[src/rtl/fifo_read_arbiter_pkg.sv]
// Shared types and helpers for the async-FIFO read-domain scheduler.
// Holds the FSM state encoding and the default sizing parameters.
package fifo_read_arbiter_pkg;

    typedef enum logic [1:0] {
        ST_IDLE  = 2'd0,
        ST_READ  = 2'd1,
        ST_DRAIN = 2'd2
    } state_t;

    localparam int DATA_WIDTH_DEF = 8;
    localparam int NUM_REQ_DEF    = 4;
    localparam int BURST_MAX_DEF  = 8;

    function automatic int id_width(input int n);
        return (n > 1) ? $clog2(n) : 1;
    endfunction

endpackage

[src/rtl/fifo_read_arbiter_if.sv]
// Read-port bundle between the FIFO read-pointer block, the consumers and the scheduler.
// The slave modport is the scheduler's view; master is the environment driving it.
interface fifo_read_arbiter_if
    import fifo_read_arbiter_pkg::*;
#(
    parameter int DATA_WIDTH = DATA_WIDTH_DEF,
    parameter int NUM_REQ    = NUM_REQ_DEF,
    parameter int BURST_MAX  = BURST_MAX_DEF
) ();
    localparam int LW = $clog2(BURST_MAX);
    localparam int IW = id_width(NUM_REQ);

    logic [NUM_REQ-1:0]    REQ;
    logic [NUM_REQ*LW-1:0] REQ_LEN;
    logic                  EMPTY_FLAG;
    logic [DATA_WIDTH-1:0] RD_DATA;
    logic                  R_EN;
    logic [NUM_REQ-1:0]    GNT;
    logic [DATA_WIDTH-1:0] OUT_DATA;
    logic                  OUT_VALID;
    logic                  OUT_READY;
    logic [IW-1:0]         OUT_ID;
    logic                  OUT_LAST;
    logic                  BUSY;

    modport slave (
        input  REQ, REQ_LEN, EMPTY_FLAG, RD_DATA, OUT_READY,
        output R_EN, GNT, OUT_DATA, OUT_VALID, OUT_ID, OUT_LAST, BUSY
    );

    modport master (
        output REQ, REQ_LEN, EMPTY_FLAG, RD_DATA, OUT_READY,
        input  R_EN, GNT, OUT_DATA, OUT_VALID, OUT_ID, OUT_LAST, BUSY
    );
endinterface

[src/rtl/fifo_read_arbiter_rr.sv]
// Round-robin picker: combinational one-hot choice plus a registered search-start pointer.
// The pointer holds last_winner+1, so after reset the search begins at consumer 0.
module rr_arbiter
    import fifo_read_arbiter_pkg::*;
#(
    parameter  int NUM_REQ = NUM_REQ_DEF,
    localparam int IW      = id_width(NUM_REQ)
) (
    input  logic               CLK_READ,
    input  logic               R_RST,
    input  logic [NUM_REQ-1:0] req_i,
    input  logic               adv_i,
    input  logic [IW-1:0]      adv_id_i,
    output logic [NUM_REQ-1:0] gnt_o,
    output logic [IW-1:0]      win_o
);
    logic [IW-1:0] ptr_q;
    logic          found;

    always_comb begin
        int unsigned idx;
        gnt_o = '0;
        win_o = '0;
        found = 1'b0;
        idx   = 0;
        for (int unsigned k = 0; k < NUM_REQ; k++) begin
            idx = (32'(ptr_q) + k) % 32'(NUM_REQ);
            if (!found && req_i[idx]) begin
                found      = 1'b1;
                gnt_o[idx] = 1'b1;
                win_o      = IW'(idx);
            end
        end
    end

    always_ff @(posedge CLK_READ or negedge R_RST) begin
        if (!R_RST) begin
            ptr_q <= '0;
        end else if (adv_i) begin
            ptr_q <= (32'(adv_id_i) == 32'(NUM_REQ - 1)) ? '0 : adv_id_i + 1'b1;
        end
    end
endmodule

[src/rtl/fifo_read_arbiter.sv]
// Read-domain scheduler: round-robin burst grants on the shared FIFO read port,
// returning words through a 2-entry valid/ready buffer tagged with LAST.
module fifo_read_arbiter
    import fifo_read_arbiter_pkg::*;
#(
    parameter int DATA_WIDTH = DATA_WIDTH_DEF,
    parameter int NUM_REQ    = NUM_REQ_DEF,
    parameter int BURST_MAX  = BURST_MAX_DEF
) (
    input  logic                CLK_READ,
    input  logic                R_RST,
    fifo_read_arbiter_if.slave  bus
);
    localparam int LW = $clog2(BURST_MAX);
    localparam int IW = id_width(NUM_REQ);

    state_t                state_q;
    logic [NUM_REQ-1:0]    gnt_q;
    logic [IW-1:0]         id_q;
    logic [LW:0]           rem_q;
    logic [LW:0]           rem_d;
    logic                  inflight_q;
    logic                  inflight_last_q;
    logic [1:0]            cnt_q;
    logic [DATA_WIDTH-1:0] e0_data_q;
    logic [DATA_WIDTH-1:0] e1_data_q;
    logic                  e0_last_q;
    logic                  e1_last_q;

    logic [NUM_REQ-1:0]    pick;
    logic [IW-1:0]         win;
    logic [LW-1:0]         win_len;
    logic                  r_en;
    logic                  pop;
    logic                  push;
    logic                  advance;
    logic [1:0]            occ;

    rr_arbiter #(.NUM_REQ(NUM_REQ)) u_rr (
        .CLK_READ (CLK_READ),
        .R_RST    (R_RST),
        .req_i    (bus.REQ),
        .adv_i    (advance),
        .adv_id_i (id_q),
        .gnt_o    (pick),
        .win_o    (win)
    );

    assign win_len = bus.REQ_LEN[int'(win)*LW +: LW];
    assign pop     = (cnt_q != 2'd0) && bus.OUT_READY;
    assign push    = inflight_q;
    assign rem_d   = rem_q - 1'b1;
    // Occupancy counts the word popped this cycle as freed, sustaining one word per cycle.
    assign occ     = cnt_q - {1'b0, pop} + {1'b0, inflight_q};
    assign r_en    = (state_q == ST_READ) && !bus.EMPTY_FLAG && (rem_q != '0) && (occ < 2'd2);
    assign advance = (state_q == ST_DRAIN) && (cnt_q == 2'd0) && !inflight_q;

    always_ff @(posedge CLK_READ or negedge R_RST) begin
        if (!R_RST) begin
            state_q         <= ST_IDLE;
            gnt_q           <= '0;
            id_q            <= '0;
            rem_q           <= '0;
            inflight_q      <= 1'b0;
            inflight_last_q <= 1'b0;
        end else begin
            inflight_q <= r_en;
            if (r_en) inflight_last_q <= (rem_d == '0);
            case (state_q)
                ST_IDLE: if (|bus.REQ) begin
                    gnt_q   <= pick;
                    id_q    <= win;
                    rem_q   <= {1'b0, win_len} + 1'b1;
                    state_q <= ST_READ;
                end
                ST_READ: if (r_en) begin
                    rem_q <= rem_d;
                    if (rem_d == '0) state_q <= ST_DRAIN;
                end
                ST_DRAIN: if (advance) begin
                    gnt_q   <= '0;
                    state_q <= ST_IDLE;
                end
                default: state_q <= ST_IDLE;
            endcase
        end
    end

    always_ff @(posedge CLK_READ or negedge R_RST) begin
        if (!R_RST) begin
            cnt_q     <= '0;
            e0_data_q <= '0;
            e1_data_q <= '0;
            e0_last_q <= 1'b0;
            e1_last_q <= 1'b0;
        end else begin
            case ({push, pop})
                2'b11: begin
                    if (cnt_q == 2'd1) begin
                        e0_data_q <= bus.RD_DATA;
                        e0_last_q <= inflight_last_q;
                    end else begin
                        e0_data_q <= e1_data_q;
                        e0_last_q <= e1_last_q;
                        e1_data_q <= bus.RD_DATA;
                        e1_last_q <= inflight_last_q;
                    end
                end
                2'b01: begin
                    e0_data_q <= e1_data_q;
                    e0_last_q <= e1_last_q;
                    cnt_q     <= cnt_q - 2'd1;
                end
                2'b10: begin
                    if (cnt_q == 2'd0) begin
                        e0_data_q <= bus.RD_DATA;
                        e0_last_q <= inflight_last_q;
                    end else begin
                        e1_data_q <= bus.RD_DATA;
                        e1_last_q <= inflight_last_q;
                    end
                    cnt_q <= cnt_q + 2'd1;
                end
                default: ;
            endcase
        end
    end

    assign bus.R_EN      = r_en;
    assign bus.GNT       = gnt_q;
    assign bus.OUT_DATA  = e0_data_q;
    assign bus.OUT_VALID = (cnt_q != 2'd0);
    assign bus.OUT_LAST  = e0_last_q && (cnt_q != 2'd0);
    assign bus.OUT_ID    = id_q;
    assign bus.BUSY      = (state_q != ST_IDLE);
endmodule
[src/flat_wrapper.sv]
// flat-port wrapper written by rule: the top's interface ports become plain ports
module fifo_read_arbiter_flat import fifo_read_arbiter_pkg::*;
#(
    parameter int DATA_WIDTH = DATA_WIDTH_DEF,
    parameter int NUM_REQ    = NUM_REQ_DEF,
    parameter int BURST_MAX  = BURST_MAX_DEF
)
  (CLK_READ, R_RST, bus_REQ, bus_REQ_LEN, bus_EMPTY_FLAG, bus_RD_DATA, bus_OUT_READY, bus_R_EN, bus_GNT, bus_OUT_DATA, bus_OUT_VALID, bus_OUT_ID, bus_OUT_LAST, bus_BUSY);
  fifo_read_arbiter_if #(.DATA_WIDTH(DATA_WIDTH), .NUM_REQ(NUM_REQ), .BURST_MAX(BURST_MAX)) bus_i ();
  input  logic CLK_READ;
  input  logic R_RST;
  input wire logic [$bits(bus_i.REQ)-1:0] bus_REQ;
  input wire logic [$bits(bus_i.REQ_LEN)-1:0] bus_REQ_LEN;
  input wire logic [$bits(bus_i.EMPTY_FLAG)-1:0] bus_EMPTY_FLAG;
  input wire logic [$bits(bus_i.RD_DATA)-1:0] bus_RD_DATA;
  input wire logic [$bits(bus_i.OUT_READY)-1:0] bus_OUT_READY;
  output wire logic [$bits(bus_i.R_EN)-1:0] bus_R_EN;
  output wire logic [$bits(bus_i.GNT)-1:0] bus_GNT;
  output wire logic [$bits(bus_i.OUT_DATA)-1:0] bus_OUT_DATA;
  output wire logic [$bits(bus_i.OUT_VALID)-1:0] bus_OUT_VALID;
  output wire logic [$bits(bus_i.OUT_ID)-1:0] bus_OUT_ID;
  output wire logic [$bits(bus_i.OUT_LAST)-1:0] bus_OUT_LAST;
  output wire logic [$bits(bus_i.BUSY)-1:0] bus_BUSY;
  assign bus_i.REQ = bus_REQ;
  assign bus_i.REQ_LEN = bus_REQ_LEN;
  assign bus_i.EMPTY_FLAG = bus_EMPTY_FLAG;
  assign bus_i.RD_DATA = bus_RD_DATA;
  assign bus_i.OUT_READY = bus_OUT_READY;
  assign bus_R_EN = bus_i.R_EN;
  assign bus_GNT = bus_i.GNT;
  assign bus_OUT_DATA = bus_i.OUT_DATA;
  assign bus_OUT_VALID = bus_i.OUT_VALID;
  assign bus_OUT_ID = bus_i.OUT_ID;
  assign bus_OUT_LAST = bus_i.OUT_LAST;
  assign bus_BUSY = bus_i.BUSY;
  fifo_read_arbiter #(.DATA_WIDTH(DATA_WIDTH), .NUM_REQ(NUM_REQ), .BURST_MAX(BURST_MAX)) u_core (.CLK_READ(CLK_READ), .R_RST(R_RST), .bus(bus_i));
endmodule
[config.mk]
export PLATFORM = sky130hd
export DESIGN_NAME = fifo_read_arbiter_flat
export DESIGN_NICKNAME = d
export VERILOG_FILES = /design/src/rtl/fifo_read_arbiter_pkg.sv /design/src/rtl/fifo_read_arbiter_if.sv /design/src/rtl/fifo_read_arbiter_rr.sv /design/src/rtl/fifo_read_arbiter.sv /design/src/flat_wrapper.sv
export SDC_FILE = /design/constraint.sdc
export NUM_CORES = 1
export LEC_CHECK = 0
export ABC_AREA = 1
export BUFFER_PORTS_ARGS = -buffer_cell sky130_fd_sc_hd__buf_4
export CAP_MARGIN = 20
export CORE_MARGIN = 4
export CORE_UTILIZATION = 55
export CTS_CLUSTER_SIZE = 16
export DETAILED_ROUTE_END_ITERATION = 6
export PLACE_DENSITY = 0.79
export SETUP_SLACK_MARGIN = 0.02
export SYNTH_ARGS = -nofsm -noshare
export SYNTH_HDL_FRONTEND = slang
export SYNTH_SLANG_ARGS = --single-unit
[constraint.sdc]
create_clock -name CLK_READ -period 3.4 [get_ports CLK_READ]
set_input_delay 0.34 -clock CLK_READ [delete_from_list [all_inputs] [get_ports CLK_READ]]
set_output_delay 0.34 -clock CLK_READ [all_outputs]
set_load 0.1 [all_outputs]
# Word level (Yosys, flattened, before mapping)
# Index checks and enable logic that the tools add are counted.
# classes
n_mux	52
shift	1
reduce_logical	37
add_sub_neg	10
bitwise	3
mul	1
n_eq_ne	14
magnitude_cmp	9
# op_table
operator	n
$mux W4	8
$mux W8	4
$shiftx A12 B32 Y3	1
$pmux W8 S3	1
$mux W2	9
$pmux W4 S2	2
$pmux W8 S2	1
$mux W1	15
$logic_and A1 B1 Y1	14
$lt A2 B3 Y1 const B	4
$or A4 B4 Y4	3
$reduce_bool A2 Y1	6
$reduce_and A3 Y1	3
$bmux W1 S2	4
$demux W1 S2	4
$eq A2 B2 Y1 const B	4
$ge A2 B1 Y1 const B	4
$ne A2 B1 Y1 const B	4
$add A2 B1 Y2 const B	3
$eq A2 B1 Y1 const B	3
$ne A2 B2 Y1 const B	3
$pmux W2 S3	1
$logic_not A1 Y1	5
$add A2 B2 Y2 const B	2
other kinds (17)	19
# word_totals
regBits	36
in_bits	28

# Logic depth before layout (Yosys ltp)
# Gate-level depths: netlist of the first run.
# depth
depth_word	17
mapped_depth	19
depth_no_buf	19

# Cells and area by module
# From an unflattened synthesis of the first run, not the netlist that was laid out.
# unflattened
cells_unflattened	335
area_unflattened_um2	2528.7
# modules_own_cells
module	area_per_inst_um2	cells_each	seq_area_each_um2	n_inst
fifo_read_arbiter	1940.6	244	850.8	1
rr_arbiter	588.1	91	50.0	1

# Worst setup path after synthesis of the first run
# Ideal clock, no wire load.
# synth_path
path_kind	register to output
from	register u_core.cnt_q[1]
to	output bus_R_EN
setup_slack_ns	0.192
stages_incl_launch_ff	11
arrival_ns	2.868
required_time_ns	3.060
n_path_buf	0
path_cell_list	dfrtp_1 -> inv_1 -> ha_1 -> inv_1 -> nand2_1 -> inv_1 -> ha_1 -> nor2_1 -> xnor2_1 -> nand2b_1 -> inv_1
# synth_between
elab_chain_cells	6
# synth_lines
element	line_no	rtl
start: declaration	fifo_read_arbiter.sv:24	logic [1:0] cnt_q;
start signal: assignment	fifo_read_arbiter.sv:112	cnt_q <= cnt_q - 2'd1;
start signal: assignment	fifo_read_arbiter.sv:122	cnt_q <= cnt_q + 2'd1;
$reduce_bool A2 Y1	--	
via bus_OUT_VALID	flat_wrapper.sv:20	output wire logic [$bits(bus_i.OUT_VALID)-1:0] bus_OUT_VALID;
$logic_and A1 B1 Y1	fifo_read_arbiter.sv:50	assign pop = (cnt_q != 2'd0) && bus.OUT_READY;
$sub A2 B1 Y2	fifo_read_arbiter.sv:54	assign occ = cnt_q - {1'b0, pop} + {1'b0, inflight_q};
$add A2 B1 Y2	fifo_read_arbiter.sv:54	
$lt A2 B2 Y1	fifo_read_arbiter.sv:55	assign r_en = (state_q == ST_READ) && !bus.EMPTY_FLAG && (rem_q != '0) && (occ < 2'd2);
$logic_and A1 B1 Y1	fifo_read_arbiter.sv:55	
end: declaration	flat_wrapper.sv:17	output wire logic [$bits(bus_i.R_EN)-1:0] bus_R_EN;
# The timed path passes the listed nets, and every way through them passes these cells.

# Worst setup path after layout of the first run
# layout_path
from	register u_core.cnt_q[1]
to	output bus_R_EN
# layout_between
elab_chain_cells	6
# layout_lines
element	line_no
$reduce_bool A2 Y1	fifo_read_arbiter.sv:50
$logic_and A1 B1 Y1	fifo_read_arbiter.sv:50
$sub A2 B1 Y2 (*)	fifo_read_arbiter.sv:54
$add A2 B1 Y2 (*)	fifo_read_arbiter.sv:54
$lt A2 B2 Y1 (*)	fifo_read_arbiter.sv:55
$logic_and A1 B1 Y1 (*)	fifo_read_arbiter.sv:55
# Every way passes the cells marked *; elsewhere a longest branch is shown, timed or not.

==> flow_summary_export.csv, run 1 <==
group,metric,value,unit
detailed_routing,antenna_left,0,
clocking,cts.clk_slew.worst_paths,0.08,ns
flow_run,maxCapViolations,0,
yosys,netlist_area,2600,µm²
timing,slew_violations,0,
yosys,ys_top_cells_by_area,"dfrtp_1, nand2_1, ha_1",
layout,syn_to_final_growth,18.4,%
critical_path,required,3.06,ns
placement,place_ws,0.618,ns
placement,place_congestion,0.884,
layout,drive_gt1_share,22.5,%
detailed_routing,routed_wl,5970,µm
yosys,synth_cells,356,
yosys,yosys.area_share.simple,29.6,%
detailed_routing,drtIter0Drc,165,
yosys,synth_top_area_share,34.6,%
detailed_routing,vias,2436,
global_route,grt_max_degree,37,
clocking,cts_resized,0,
layout,antenna_cells,0,
detailed_routing,drc_errors,0,
timing,skew,0.00810,ns
yosys,synth_compound_area_share,17.3,%
yosys,syn_nets,401,
floorplan,die-area,5890,µm²
yosys,synthXorXnorAreaFrac,1.68,%
yosys,synth_adder_area_share,8.18,%
floorplan,rows,24,
critical_path,crit_path_start_kind,"flop",
clocking,cts-buffers-inserted,5,
detailed_routing,dr.pass1.iters,4,
critical_path,crit_arrival,2.48,ns
floorplan,io-pin-count,46,
timing,tightest_slew,0.625,ns
timing,fin_crit_sh,82.8,%
floorplan,initial_core_util,58.1,%
yosys,ys_types,35,
placement,dp_hpwl,4540,µm
timing,min_period,2.82,ns
layout,layout_common_cells,"nand2_1, buf_4, inv_1",
clocking,insertion_delay,0.29,ns
clocking,cts_root_buf,"clkbuf_8",
clocking,clock_tree.buffer_depth,2,
global_route,overflow,0,
clocking,h-tree-depth,2,
clocking,postCtsHoldBufs,0,
timing,finalSetupViolations,0,
yosys,synth_top_family_by_area,"simple AND/OR/NAND/NOR gates",
yosys,syn_avg_cell_area,7.30,µm²
layout,multi_input_area,1480,µm²
layout,regArea,901,µm²
floorplan,die_h,76.8,µm
critical_path,critical_path.max_stage_delay,0.40,ns
critical_path,critPathSlowestCell,"dfrtp_1",
global_route,grt_pass1_vias,2353,
timing,tns,0,ns
timing,slew_headroom,57.9,%
layout,final_common_cell,"nand2_1",
outcome,outcome,"complete, but fails checks",
global_route,antenna_found_initial,0,
clocking,cts_sinks,36,
critical_path,crit_family,"buffers and inverters",
critical_path,cp-end-kind,"output port",
floorplan,die_w,76.8,µm
layout,finalNonFillerCells,457,
yosys,synthMuxAreaShare,0,%
timing,holdWs,-0.00851,ns
detailed_routing,vias_per_cell,5.33,
detailed_routing,wl_per_cell,13.1,µm
global_route,grt_pass1_wl,10200,µm
critical_path,critPathMaxFanout,4,
clocking,post-cts-setup-buffer-count,0,
timing,setup_ws,0.583,ns
yosys,synth-seq-area-share,34.6,%
floorplan,core,4470,µm²
outcome,violations,"negative hold slack",
critical_path,cp_common_cell,"inv_1",
yosys,ys_warn_count,0,
critical_path,path_class,"reg2out",
timing,clock.fmax,355,MHz
placement,dp_cells,449,
placement,numPortBuffers,45,
clocking,cts_tree,"built",
yosys,ys_ff_latch,36,
timing,rsz0062_at_grt,"no",
layout,n_fill_cell,388,
layout,final_net_count,449,
yosys,yosys.area.top_type,"dfrtp_1",
global_route,gr-usage-all-layers,20.8,%
critical_path,crit_chain,"inv_1 -> ha_1 -> inv_1 -> nand2_1 -> inv_1 -> ha_1 -> nor2_1 -> xnor2_1 -> nand2b_1 -> inv_1 -> buf_4",
critical_path,cp.buffers_inverters,5,
timing,hold_viol_final,11,
min_path,holdCritPathClass,"in2async",
cell usage after synthesis:
cell type	number
nand3b_1	2
nand3_2	7
a21boi_2	1
inv_2	4
clkinv_1	2
dfrtp_1	36
ha_1	17
nand4_1	1
inv_1	43
buf_6	1
o21ai_0	38
xnor2_1	2
clkbuf_1	6
nor2_1	26
a221oi_1	3
inv_4	1
nand2_4	4
nor4_1	1
o22ai_1	2
a22oi_2	1
o21ai_1	1
xor2_1	3
nand2_1	82
nor2_2	6
o31ai_1	1
nand2_2	10
a22o_1	1
nand2b_1	1
a21oi_1	16
a21oi_2	1
a21boi_0	1
o211ai_1	2
a31oi_1	9
nand3_1	23
a211oi_1	1
stage by stage:
step	utilization (%)	instance area, µm²
6_report	68.8	3080
5_1_grt	68.8	3080
4_1_cts	68.8	3080
3_5_place_dp	66.9	2990
3_3_place_gp	66.9	2990
2_1_floorplan	-	2600
state kept, by name, summed over array words and instances (netlist names):
name                    flops
u_core.inflight_last_q      1
u_core.bus.OUT_DATA         8
u_core.bus.OUT_ID           2
u_core.inflight_q           1
u_core.e1_last_q            1
u_core.rem_q                4
u_core.e1_data_q            8
u_core.u_rr.ptr_q           2
u_core.state_q              2
u_core.e0_last_q            1
u_core.cnt_q                2
u_core.bus.GNT              4
layer usage:
| layer | up-vias | wire length [µm] | share of wire [%] | global-route usage (%) |
|---|---|---|---|---|
| met5 | - | 0 | 0 | 0 |
| met3 | 6 | 271 | 4.5 | 4.33 |
| li1 | 1259 | - | - | - |
| met1 | 1113 | 2760 | 46 | 27.0 |
| met2 | 58 | 2880 | 48 | 35.5 |
| met4 | 0 | 55 | 0.92 | 4.89 |
path summary, 6_finish.rpt:
check	startpoint	to	cells past startpoint	slack, ns
worst max-delay path	u_core.cnt_q[1]	bus_R_EN	11	0.58
worst min-delay path	R_RST	u_core.e1_data_q[6]	1	-0.009
worst max register to register	u_core.u_rr.ptr_q[1]	u_core.rem_q[1]	16	0.60
worst min register to register	u_core.bus.GNT[2]	u_core.bus.GNT[2]	2	0.48
max in group asynchronous	R_RST	u_core.bus.OUT_ID[1]	1	3.08
min in group CLK_READ	bus_RD_DATA[5]	u_core.e1_data_q[5]	3	0.35
cell families after synthesis:
logic type | after synthesis
buf+inv | 57
fa+ha+maj | 17
xor+xnor | 5
simple gates | 163
compound gates | 78
flops | 36
layout make-up:
type	count	area share [%]
repair buffers	48	11.7
clock buffers	5	2.23
well taps	52	2.11
multi-input cells	263	47.9
flip-flops and latches	36	29.3
clock inverters	3	0.610
inverters	50	6.18
worst reg2reg max path: stages, from the launching register on:
cell	delay, ns
dfrtp_1	0.50
inv_1	0.22
ha_1	0.42
inv_1	0.10
nand3_1	0.09
nand2_1	0.06
nand2_2	0.08
inv_2	0.04
nand2_2	0.13
nand3_2	0.09
nand2_2	0.17
nand3_1	0.10
nand2_1	0.11
inv_1	0.05
ha_1	0.28
o211ai_1	0.16
o21ai_0	0.10
Power of run 1 is left out: the tool's default activity adds up to more than one toggle a clock period on the data nets, which glitch-free logic cannot reach.
==> inputs of run 2 (changes only) <==
==> constraint.sdc (replaced) <==
create_clock -name CLK_READ -period 2.8 [get_ports CLK_READ]
set_input_delay 0.28 -clock CLK_READ [delete_from_list [all_inputs] [get_ports CLK_READ]]
set_output_delay 0.28 -clock CLK_READ [all_outputs]
set_load 0.1 [all_outputs]
==> run 2 against run 1 <==
Net effect: the flow now finishes without violations; final area up 2.8%; critical path depth rose by 6; via count is 0.66% higher; first-iteration DRC count grew 10%; clock skew barely moved; cell count up 0.44%; sequential share of layout area down 0.77 points; global-route usage is 0.56 points lower; critical endpoint is now u_core.rem_q[1]; register-to-register slack lost 0.39 ns; clock-buffer cell count stayed put; core utilization rose by 2.0 points.
==> flow_summary_export.csv, run 2 (synthesis gave the netlist of run 1 again) <==
group,metric,value,unit
outcome,outcome,"completed",
detailed_routing,drc_errors,0,
clocking,post-cts-setup-buffer-count,0,
global_route,overflow,0,
global_route,grt_pass1_vias,2285,
timing,tns,0,ns
timing,skew,0.00760,ns
timing,hold_viol_final,0,
clocking,cts.clk_slew.worst_paths,0.08,ns
timing,slew_headroom,57.5,%
placement,dp_hpwl,4450,µm
placement,numPortBuffers,45,
floorplan,rows,24,
critical_path,crit_family,"simple AND/OR/NAND/NOR gates",
layout,final_net_count,451,
layout,n_fill_cell,374,
floorplan,die_w,76.8,µm
detailed_routing,vias_per_cell,5.34,
global_route,gr-usage-all-layers,20.3,%
timing,finalSetupViolations,0,
critical_path,crit_arrival,2.76,ns
clocking,clock_tree.buffer_depth,2,
layout,drive_gt1_share,25.3,%
flow_run,maxCapViolations,0,
critical_path,cp-end-kind,"flop",
layout,syn_to_final_growth,21.8,%
clocking,cts_sinks,36,
detailed_routing,drtIter0Drc,182,
placement,dp_cells,450,
detailed_routing,antenna_left,0,
timing,slew_violations,0,
placement,place_congestion,0.883,
min_path,holdCritPathClass,"in2reg",
global_route,grt_max_degree,37,
timing,fin_crit_sh,92.7,%
layout,final_common_cell,"nand2_1",
critical_path,critical_path.max_stage_delay,0.45,ns
clocking,h-tree-depth,2,
floorplan,core,4470,µm²
layout,finalNonFillerCells,459,
floorplan,initial_core_util,58.1,%
detailed_routing,vias,2452,
layout,antenna_cells,0,
clocking,cts_root_buf,"clkbuf_8",
timing,min_period,2.59,ns
global_route,antenna_found_initial,0,
clocking,cts-buffers-inserted,5,
critical_path,path_class,"reg2reg",
floorplan,die-area,5890,µm²
detailed_routing,dr.pass1.iters,4,
timing,clock.fmax,385,MHz
critical_path,required,2.96,ns
timing,tightest_slew,0.631,ns
detailed_routing,routed_wl,5850,µm
layout,layout_common_cells,"nand2_1, buf_4, inv_1",
detailed_routing,wl_per_cell,12.8,µm
floorplan,die_h,76.8,µm
global_route,grt_pass1_wl,10100,µm
critical_path,critPathSlowestCell,"dfrtp_2",
timing,rsz0062_at_grt,"no",
critical_path,critPathMaxFanout,9,
critical_path,crit_path_start_kind,"flop",
clocking,insertion_delay,0.29,ns
critical_path,cp.buffers_inverters,4,
critical_path,crit_chain,"inv_1 -> ha_1 -> inv_1 -> nand3_1 -> nand2_1 -> nand2_2 -> inv_2 -> nand2_2 -> nand2_4 -> nand2_4 -> nand2_1 -> nand3_1 -> nand2_1 -> inv_1 -> ha_1 -> o211ai_1 -> o21ai_0",
floorplan,io-pin-count,46,
clocking,cts_tree,"built",
run 2: cell type report:
class	instances	area, µm²	area share, %
inverter	50	198	6.24
clock inverter	3	42.5	1.34
clock buffer	5	68.8	2.17
tap	52	65.1	2.05
multi-input combinational	263	1510	47.8
timing repair buffer	50	378	11.9
sequential	36	902	28.5
run 2: metal layers:
metal  track usage (%)  routed length (µm)  part of all wire, %  vias up
met2              34.1                2870                   49       42
met1              27.9                2750                   47     1141
li1                  -                   -                    -     1265
met3              3.75                 203                  3.5        4
met4              2.72                  26                 0.44        0
met5                 0                   0                    0        -
run 2: stage by stage:
step | setup slack [ns] | utilization (%) | hold slack (ns) | area [µm²]
4_1_cts | 0.137 | 70.7 | 0.289 | 3170
6_report | 0.205 | 70.8 | 0.290 | 3170
5_1_grt | 0.0233 | 70.8 | 0.316 | 3170
3_3_place_gp | 0.285 | 68.0 | 0.265 | 3040
3_5_place_dp | 0.155 | 68.0 | 0.270 | 3040
2_1_floorplan | 0.0264 | - | -0.0156 | 2650
run 2: worst min-delay path, stage by stage:
cell and delay (ns):
buf_4 0.11, inv_1 0.06, o21ai_0 0.08
run 2: final timing paths:
check | from | end | slack (ns) | depth (start not counted)
worst max-delay path | u_core.u_rr.ptr_q[1] | u_core.rem_q[1] | 0.21 | 17
worst min-delay path | bus_RD_DATA[1] | u_core.e1_data_q[1] | 0.29 | 3
worst max register to register | u_core.u_rr.ptr_q[1] | u_core.rem_q[1] | 0.21 | 17
worst min register to register | u_core.e1_data_q[7] | u_core.e1_data_q[7] | 0.51 | 2
max in group asynchronous | R_RST | u_core.u_rr.ptr_q[1] | 1.97 | 2
min in group asynchronous | R_RST | u_core.bus.GNT[2] | 0.48 | 2
run 2: timing repair:
item                                    4_1_cts  5_1_grt
endpoints found under the setup margin        0        2
hold endpoints to repair                     36        0
resized for setup                             0        1
hold buffers                                  1        0
Power of run 2 is left out for the same reason.
==> inputs of run 3 (changes only) <==
--- a/config.mk
+++ b/config.mk
@@ -9,10 +9,10 @@
 export BUFFER_PORTS_ARGS = -buffer_cell sky130_fd_sc_hd__buf_4
 export CAP_MARGIN = 20
 export CORE_MARGIN = 4
-export CORE_UTILIZATION = 55
+export CORE_UTILIZATION = 56
 export CTS_CLUSTER_SIZE = 16
 export DETAILED_ROUTE_END_ITERATION = 6
-export PLACE_DENSITY = 0.79
+export PLACE_DENSITY = 0.8
 export SETUP_SLACK_MARGIN = 0.02
 export SYNTH_ARGS = -nofsm -noshare
 export SYNTH_HDL_FRONTEND = slang
==> run 3 against run 2 <==
Net effect: non-clock buffer count is 1 higher; register-to-register slack better by 0.06 ns; clock skew is 0.0025 ns lower; flip-flop and latch count stayed put; final area is 0.32% lower; routed wire length is 1.5% higher; critical path depth is 6 lower.
==> flow_summary_export.csv, run 3 (synthesis gave the netlist of run 1 again) <==
group,metric,value,unit
floorplan,rows,24,
detailed_routing,vias_per_cell,5.32,
timing,slew_violations,0,
clocking,cts_root_buf,"clkbuf_8",
critical_path,crit_arrival,2.30,ns
min_path,holdCritPathClass,"in2reg",
critical_path,path_class,"reg2out",
placement,dp_cells,451,
layout,layout_common_cells,"nand2_1, buf_4, inv_1",
timing,clock.fmax,388,MHz
critical_path,required,2.52,ns
layout,antenna_cells,0,
floorplan,die-area,5800,µm²
layout,final_common_cell,"nand2_1",
global_route,antenna_found_initial,0,
critical_path,crit_path_start_kind,"flop",
layout,fin_util,71.5,%
floorplan,core,4410,µm²
detailed_routing,vias,2449,
flow_run,maxCapViolations,0,
detailed_routing,drtIter0Drc,147,
clocking,cts_tree,"built",
global_route,grt_pass1_wl,10100,µm
global_route,grt_max_degree,37,
floorplan,io-pin-count,46,
timing,slew_headroom,60.0,%
timing,skew,0.00508,ns
min_path,hold_start,"bus_RD_DATA[2]",
critical_path,rr_startpoint,"u_core.u_rr.ptr_q[0]",
floorplan,die_w,76.1,µm
layout,drive_gt1_share,25.2,%
layout,syn_to_final_growth,21.4,%
detailed_routing,antenna_left,0,
clocking,cts.clk_slew.worst_paths,0.07,ns
detailed_routing,wl_per_cell,12.9,µm
min_path,min_path_cells,3,
clocking,h-tree-depth,2,
detailed_routing,drc_errors,0,
placement,numPortBuffers,45,
critical_path,cp-end-kind,"output port",
layout,final_net_count,452,
clocking,insertion_delay,0.29,ns
placement,place_congestion,0.851,
detailed_routing,dr.pass1.iters,4,
detailed_routing,routed_wl,5940,µm
clocking,cts_sinks,36,
clocking,clock_tree.buffer_depth,2,
placement,dp_hpwl,4460,µm
clocking,cts-buffers-inserted,5,
timing,min_period,2.58,ns
min_path,holdPathEnd,"u_core.e1_data_q[2]",
timing,tightest_slew,0.600,ns
critical_path,reg2reg_to,"u_core.rem_q[1]",
critical_path,r2r_slack,0.27,ns
outcome,outcome,"completed",
critical_path,critPathMaxFanout,4,
timing,rsz0062_at_grt,"no",
timing,tns,0,ns
layout,finalNonFillerCells,460,
floorplan,initial_core_util,58.9,%
timing,finalSetupViolations,0,
global_route,overflow,0,
timing,hold_viol_final,0,
critical_path,r2r_cells,17,
global_route,gr-usage-all-layers,20.6,%
global_route,grt_pass1_vias,2281,
floorplan,die_h,76.1,µm
timing,fin_crit_sh,92.1,%
run 3: changes by cell type in the layout (fill, tap and decap cells not counted), sizes merged:
cell      before  now
clkinvlp       3    2
bufinv         1    0
clkbuf         5    6
clkinv         3    4
buf           49   50
run 3: cell type report:
class,instances,area (µm²)
Clock inverter,2,10.0
Clock buffer,6,82.6
Inverter,50,200
Sequential cell,36,901
Timing Repair Buffer,51,385
Multi-Input combinational cell,263,1510
Tap cell,52,65.1
Fill cell,374,1260
run 3: what timing repair did:
item,CTS,global route
resized for setup,0,1
setup buffers,0,0
hold buffers,1,0
endpoints found under the setup margin,0,1
endpoints found under the hold margin,36,0
run 3: stage by stage:
step / area (µm²) / worst slack, ns / hold WS, ns
after floorplan: 2650 / 0.0264 / -0.0156
final: 3160 / 0.222 / 0.287
after detailed placement: 3050 / 0.252 / 0.271
after global routing: 3160 / 0.0222 / 0.303
after global placement: 3050 / 0.363 / 0.271
after CTS: 3150 / 0.222 / 0.289
run 3: critical path, cell delays in order (launching register included):
cell	delay, ns
dfrtp_1	0.41
inv_2	0.10
ha_4	0.16
clkinvlp_4	0.12
nand2_2	0.11
inv_2	0.06
ha_4	0.25
nor2_2	0.15
xnor2_1	0.13
nand2b_4	0.17
clkinvlp_4	0.10
buf_4	0.24
run 3: worst max-delay path by stage:
stage | from | endpoint | slack (ns)
finish | u_core.cnt_q[1] | bus_R_EN | 0.22
floorplan | u_core.cnt_q[1] | u_core.inflight_last_q | 0.03
global placement | u_core.u_rr.ptr_q[0] | u_core.rem_q[1] | 0.36
CTS | u_core.cnt_q[1] | bus_R_EN | 0.22
detailed placement | u_core.u_rr.ptr_q[0] | u_core.rem_q[1] | 0.25
global route | u_core.u_rr.ptr_q[0] | u_core.rem_q[1] | 0.02
run 3: per-layer routing:
layer / GRT usage (%) / vias up / part of all wire (%)
li1: - / 1266 / -
met1: 28.8 / 1125 / 47
met2: 32.5 / 56 / 48
met3: 5.44 / 2 / 4.3
met4: 3.15 / 0 / 0.20
met5: 0 / - / 0
Power of run 3 is left out for the same reason.
